File: src/rtl/axi_stream_extract_header.sv
// Strips an H-byte header from the front of each AXI-Stream packet. The header goes out on its
// own channel, right-aligned, and the payload is realigned to the MSBs of the output stream.
module axi_stream_extract_header #(
    parameter int DATA_WD      = 32,
    parameter int DATA_BYTE_WD = DATA_WD / 8,
    parameter int BYTE_CNT_WD  = $clog2(DATA_BYTE_WD)
) (
    input  logic                    clk,
    input  logic                    rst_n,
    input  logic                    valid_in,
    input  logic [DATA_WD-1:0]      data_in,
    input  logic [DATA_BYTE_WD-1:0] keep_in,
    input  logic                    last_in,
    output logic                    ready_in,
    output logic                    valid_out,
    output logic [DATA_WD-1:0]      data_out,
    output logic [DATA_BYTE_WD-1:0] keep_out,
    output logic                    last_out,
    input  logic                    ready_out,
    output logic                    valid_header,
    output logic [DATA_WD-1:0]      data_header,
    output logic [DATA_BYTE_WD-1:0] keep_header,
    input  logic                    ready_header,
    input  logic                    valid_remove,
    input  logic [BYTE_CNT_WD-1:0]  byte_remove_cnt,
    output logic                    ready_remove
);

    localparam int CW = BYTE_CNT_WD + 1;
    localparam logic [CW-1:0] BCNT = CW'(DATA_BYTE_WD);

    typedef enum logic [1:0] {IDLE, STREAM, FLUSH} state_e;

    state_e                  state_q, state_d;
    logic [DATA_WD-1:0]      res_q, res_d;
    logic [CW-1:0]           res_cnt_q, res_cnt_d;
    logic                    valid_out_q, valid_out_d, last_out_q, last_out_d;
    logic [DATA_WD-1:0]      data_out_q, data_out_d;
    logic [DATA_BYTE_WD-1:0] keep_out_q, keep_out_d;
    logic                    valid_hdr_q, valid_hdr_d;
    logic [DATA_WD-1:0]      data_hdr_q, data_hdr_d;
    logic [DATA_BYTE_WD-1:0] keep_hdr_q, keep_hdr_d;
    logic                    active_q;

    logic [DATA_WD-1:0]      masked, hdr_data, first_res, st_data, st_res;
    logic [DATA_BYTE_WD-1:0] hdr_keep;
    logic [CW-1:0]           n_in, h, m, first_r, st_cnt, st_r;
    logic [CW:0]             sum;
    logic                    pay_free, hdr_free, accept, idle_ok;

    function automatic logic [DATA_BYTE_WD-1:0] msb_keep(input logic [CW-1:0] k);
        logic [DATA_BYTE_WD-1:0] r;
        for (int i = 0; i < DATA_BYTE_WD; i++) r[DATA_BYTE_WD-1-i] = (CW'(i) < k);
        return r;
    endfunction

    always_comb begin
        n_in   = '0;
        masked = '0;
        for (int i = 0; i < DATA_BYTE_WD; i++) begin
            if (keep_in[i]) begin
                n_in = n_in + CW'(1);
                masked[8*i +: 8] = data_in[8*i +: 8];
            end
        end
        h         = CW'(byte_remove_cnt) + CW'(1);
        m         = (n_in < h) ? n_in : h;
        hdr_data  = masked >> {BCNT - m, 3'b000};
        for (int i = 0; i < DATA_BYTE_WD; i++) hdr_keep[i] = (CW'(i) < m);
        first_res = masked << {h, 3'b000};
        first_r   = (n_in > h) ? n_in - h : '0;
        // Residual bytes sit at the top; new bytes slot in right behind them.
        sum       = {1'b0, res_cnt_q} + {1'b0, n_in};
        st_data   = res_q | (masked >> {res_cnt_q, 3'b000});
        st_cnt    = (sum > {1'b0, BCNT}) ? BCNT : sum[CW-1:0];
        st_res    = masked << {BCNT - res_cnt_q, 3'b000};
        st_r      = (sum > {1'b0, BCNT}) ? sum[CW-1:0] - BCNT : '0;
    end

    assign pay_free = !valid_out_q || ready_out;
    assign hdr_free = !valid_hdr_q || ready_header;
    assign idle_ok  = active_q && valid_remove && hdr_free && pay_free;

    always_comb begin
        ready_in     = 1'b0;
        ready_remove = 1'b0;
        unique case (state_q)
            IDLE: begin
                ready_in     = idle_ok;
                // Header length is consumed only together with the first beat.
                ready_remove = idle_ok && valid_in;
            end
            STREAM:  ready_in = pay_free;
            default: ready_in = 1'b0;
        endcase
    end

    assign accept = valid_in && ready_in;

    always_comb begin
        state_d     = state_q;
        res_d       = res_q;
        res_cnt_d   = res_cnt_q;
        valid_out_d = (valid_out_q && ready_out) ? 1'b0 : valid_out_q;
        data_out_d  = data_out_q;
        keep_out_d  = keep_out_q;
        last_out_d  = last_out_q;
        valid_hdr_d = (valid_hdr_q && ready_header) ? 1'b0 : valid_hdr_q;
        data_hdr_d  = data_hdr_q;
        keep_hdr_d  = keep_hdr_q;
        unique case (state_q)
            IDLE: begin
                if (accept) begin
                    valid_hdr_d = 1'b1;
                    data_hdr_d  = hdr_data;
                    keep_hdr_d  = hdr_keep;
                    if (!last_in) begin
                        state_d   = STREAM;
                        res_d     = first_res;
                        res_cnt_d = first_r;
                    end else begin
                        res_d     = '0;
                        res_cnt_d = '0;
                        if (first_r != '0) begin
                            valid_out_d = 1'b1;
                            data_out_d  = first_res;
                            keep_out_d  = msb_keep(first_r);
                            last_out_d  = 1'b1;
                        end
                    end
                end
            end
            STREAM: begin
                if (accept) begin
                    valid_out_d = 1'b1;
                    data_out_d  = st_data;
                    keep_out_d  = msb_keep(st_cnt);
                    last_out_d  = 1'b0;
                    res_d       = st_res;
                    res_cnt_d   = st_r;
                    if (last_in) begin
                        if (sum <= {1'b0, BCNT}) begin
                            last_out_d = 1'b1;
                            res_d      = '0;
                            res_cnt_d  = '0;
                            state_d    = IDLE;
                        end else begin
                            state_d = FLUSH;
                        end
                    end
                end
            end
            default: begin
                if (pay_free) begin
                    valid_out_d = 1'b1;
                    data_out_d  = res_q;
                    keep_out_d  = msb_keep(res_cnt_q);
                    last_out_d  = 1'b1;
                    res_d       = '0;
                    res_cnt_d   = '0;
                    state_d     = IDLE;
                end
            end
        endcase
    end

    always_ff @(posedge clk or negedge rst_n) begin
        if (!rst_n) begin
            state_q     <= IDLE;
            res_q       <= '0;
            res_cnt_q   <= '0;
            valid_out_q <= 1'b0;
            data_out_q  <= '0;
            keep_out_q  <= '0;
            last_out_q  <= 1'b0;
            valid_hdr_q <= 1'b0;
            data_hdr_q  <= '0;
            keep_hdr_q  <= '0;
            active_q    <= 1'b0;
        end else begin
            state_q     <= state_d;
            res_q       <= res_d;
            res_cnt_q   <= res_cnt_d;
            valid_out_q <= valid_out_d;
            data_out_q  <= data_out_d;
            keep_out_q  <= keep_out_d;
            last_out_q  <= last_out_d;
            valid_hdr_q <= valid_hdr_d;
            data_hdr_q  <= data_hdr_d;
            keep_hdr_q  <= keep_hdr_d;
            active_q    <= 1'b1;
        end
    end

    assign valid_out    = valid_out_q;
    assign data_out     = data_out_q;
    assign keep_out     = keep_out_q;
    assign last_out     = last_out_q;
    assign valid_header = valid_hdr_q;
    assign data_header  = data_hdr_q;
    assign keep_header  = keep_hdr_q;

endmodule

File: config.mk
export PLATFORM = sky130hd
export DESIGN_NAME = axi_stream_extract_header
export DESIGN_NICKNAME = d
export VERILOG_FILES = /design/src/rtl/axi_stream_extract_header.sv
export SDC_FILE = /design/constraint.sdc
export NUM_CORES = 1
export LEC_CHECK = 0
export BUFFER_PORTS_ARGS = -buffer_cell sky130_fd_sc_hd__clkbuf_2
export CAP_MARGIN = 10
export CORE_MARGIN = 2
export CORE_UTILIZATION = 40
export CTS_CLUSTER_SIZE = 24
export DETAILED_ROUTE_END_ITERATION = 10
export GPL_TIMING_DRIVEN = 0
export PLACE_DENSITY = 0.68
export REMOVE_ABC_BUFFERS = 1
export SLEW_MARGIN = 25
export SYNTH_ARGS = -nofsm -noshare
export SYNTH_HDL_FRONTEND = slang
export SYNTH_SLANG_ARGS = --single-unit
File: constraint.sdc
create_clock -name clk -period 3.5 [get_ports clk]
set_input_delay 0.525 -clock clk [delete_from_list [all_inputs] [get_ports clk]]
set_output_delay 0.525 -clock clk [all_outputs]
set_load 0.02 [all_outputs]
==> metrics <==
status=finished with violations; failing checks=negative setup slack; core box area=0.0188 mm^2; total gr overflow=0; Starting Density=0.410; cell row count=50; first-pass GRT wire length=44600 um; CP cell instances=clkbuf_16, inv_6, ha_4, xnor2_4, buf_4, xnor2_2, inv_1, ha_1, nand2b_4, a21o_4, mux2_4, inv_4, ha_4, or4_4, nor2_4, a221o_1; clk root buf=clkbuf_16; met2 WL=13100 um; via count=8250; Post-DP HPWL=19800 um; total global-route track usage=0.288; # clock sinks=113; class of the worst hold path=in -> async; final setup margin=-0.231 ns; Area Growth Syn to Fin=34.5%; final hold slack=0.0521 ns; CP most frequent cell=ha_4; Die W=143 um; Slew @ Worst Pin=1.08 ns; Syn Std Cell Area=0.00771 mm^2; Worst R2R Path Depth=8; Async SR Flop Fraction=1.00; uppermost layer routed=met4; metal1 wirelength=12300 um; sequential share of the synthesized area=0.367; IO Port Bufs=121; Slew Limit Fails=0; largest net degree at the start of global routing=64; antenna violations before repair=0; CP Capture Type=register; drt wl/cell=23.8 um; I/O Pins=122; final setup TNS=-6.81 ns; Post-DRT Antenna Nets=0; Leak=4.46 nW; Critical Path Max Stage Delay=0.65 ns; CP required=3.86 ns; setup slack, reg-to-reg=0.08 ns; CP Launch Type=primary input; synth unique cells=81; layout cell share with drive strength beyond 1=0.342; crit path DAT=4.09 ns; Max Clock Skew=0.0116 ns; RSZ-0062 raised after global routing=true; Final period util=1.07; Setup WS pre-CTS=-2.92 ns; RR Startpoint=res_cnt_q[0]$_DFFE_PN0P_; die height=143 um; final hold viol count=0; vias in the first global route=7621; CTS Buf Count=17; vias per cell=6.45; Post-Route WL=30500 um; Synth Warn #=0; number of remaining DRC errors=0; Tmin final=3.73 ns; max capacitance violation total=0; H-tree lvl count=4; Post-Syn Instances=859; Peak VDD IR=0.346 mV; Worst-Skew Late Latency=0.43 ns; post-layout net count=1066; Setup CP Type=in -> reg; Worst path slowest cell=or4_4; 1st-iter DRT viols=1383; Clock Pin Slew Worst Setup and Hold Paths=0.06 ns; Clock Tree Buf Depth=2; ys flop type=dfrtp_1; Avg Cell Area, Syn=8.98 um^2; FF-to-FF End=res_q[21]$_DFFE_PN0P_; EDFF count, synth=0; Finish-stage setup viols=69; Worst slew margin=0.273; ANT cells=0; CTS tree=yes; crit-path max FO=9; power per cell area=762 mW/mm^2; Seq cells post-synth=113; f_max=268 MHz; GP Congestion=0.989; die area=0.0204 mm^2; met3 wire length=3480 um; DR pass1 iterations=6
[per-layer routing]
metal | vias to the layer above | track usage
met1 | 3920 | 0.395
met5 | - | 0
met3 | 145 | 0.0768
met4 | 0 | 0.144
li1 | 3554 | -
met2 | 631 | 0.420
[cells in the mapped netlist (all sizes together) (8+ instances only)]
cell type,number,area share
o2111ai,9,0.010
a211o,9,0.010
inv,26,0.013
nand4,10,0.0089
o211ai,9,0.0088
mux2i,29,0.039
a21o,12,0.012
o221ai,26,0.030
o221a,11,0.016
and3b,8,0.0091
a221o,11,0.014
and2,26,0.021
buf,26,0.020
nor2,40,0.021
a22o,11,0.012
mux4,9,0.026
a21oi,27,0.018
nand3,30,0.019
a22oi,11,0.011
a31oi,16,0.013
o22ai,15,0.012
nor3,9,0.0065
dfrtp,113,0.37
mux2,11,0.016
ha,13,0.021
nand2,116,0.057
clkbuf,37,0.018
o21ai,81,0.053
and3,9,0.0073
[worst max-delay path: cells and delay by family]
family          cells  cell delay, ns
buf+inv             5            0.54
mux                 1            0.34
xor+xnor            2            0.48
fa+ha+maj           3            0.68
simple gates        3            1.08
compound gates      2            0.43
[logic make-up after synthesis]
family,share of synthesized area
xor+xnor,0.0102
fa+ha+maj,0.0263
mux,0.0816
simple gates,0.189
flops,0.367
other cells,0.000486
compound gates,0.274
buf+inv,0.0521
[placed cells by master, fill, tap and decap left out, types with 13 or more instances in the layout]
| master | synthesis | routed |
|---|---|---|
| a21oi_1 | 27 | 26 |
| a31oi_1 | 16 | 15 |
| and2_1 | 22 | 21 |
| buf_4 | 3 | 46 |
| clkbuf_16 | 0 | 21 |
| clkbuf_2 | 0 | 115 |
| dfrtp_1 | 113 | 110 |
| inv_1 | 22 | 19 |
| mux2i_1 | 28 | 28 |
| nand2_1 | 114 | 113 |
| nand3_1 | 30 | 29 |
| nor2_1 | 38 | 35 |
| o21ai_0 | 76 | 61 |
| o21ai_1 | 4 | 13 |
| o221ai_2 | 0 | 22 |
| o22ai_1 | 15 | 15 |
[worst max-delay path by stage]
stage / start / to / slack, ns / cells past startpoint
after global placement: keep_in[1] / data_header[25]$_DFFE_PN0P_ / -3.72 / 17
after floorplan: keep_in[0] / data_header[26]$_DFFE_PN0P_ / -1.73 / 16
final: keep_in[0] / data_header[6]$_DFFE_PN0P_ / -0.23 / 16
after CTS: keep_in[0] / data_header[6]$_DFFE_PN0P_ / -0.11 / 16
after global routing: keep_in[0] / data_header[2]$_DFFE_PN0P_ / -0.28 / 16
after detailed placement: keep_in[1] / data_header[15]$_DFFE_PN0P_ / -2.92 / 18
[state kept, by name, indices dropped and copies added (netlist names)]
signal,count
data_header,32
data_out,32
res_q,32
keep_header,4
keep_out,4
res_cnt_q,3
state_q,2
active_q,1
last_out,1
valid_header,1
valid_out,1
[timing repair]
| item | CTS | global route |
|---|---|---|
| hold buffers | 0 | 0 |
| endpoints found under the setup margin | 110 | 97 |
| pin swaps | 23 | 34 |
| setup buffers | 43 | 17 |
| resized for setup | 70 | 84 |
| gates cloned | 2 | 2 |
[stage by stage]
stage,area (um^2),total power [W],std cells,util
global placement,8350,0.00520,1177,0.444
global route,10400,0.00824,1279,0.551
floorplan,7420,0.00415,796,-
finish,10400,0.00790,1279,0.551
detailed placement,8530,0.00533,1185,0.453
CTS,9880,0.00749,1262,0.525
[layout make-up]
| type | count | area (um^2) |
|---|---|---|
| flip-flops and latches | 113 | 2830 |
| fillers | 1643 | 8460 |
| inverters | 29 | 140 |
| well taps | 260 | 325 |
| clock inverters | 13 | 185 |
| multi-input cells | 655 | 5070 |
| repair buffers | 190 | 1370 |
| clock buffers | 19 | 443 |
[where the power goes]
part	internal (W)	switching, W	leakage [nW]
registers	0.00173	0.000383	1.47
clock network	0.00121	0.000659	0.292
logic	0.00163	0.00228	2.70
total	0.00457	0.00333	4.46
No activity file was read; power rests on OpenSTA's default activity.
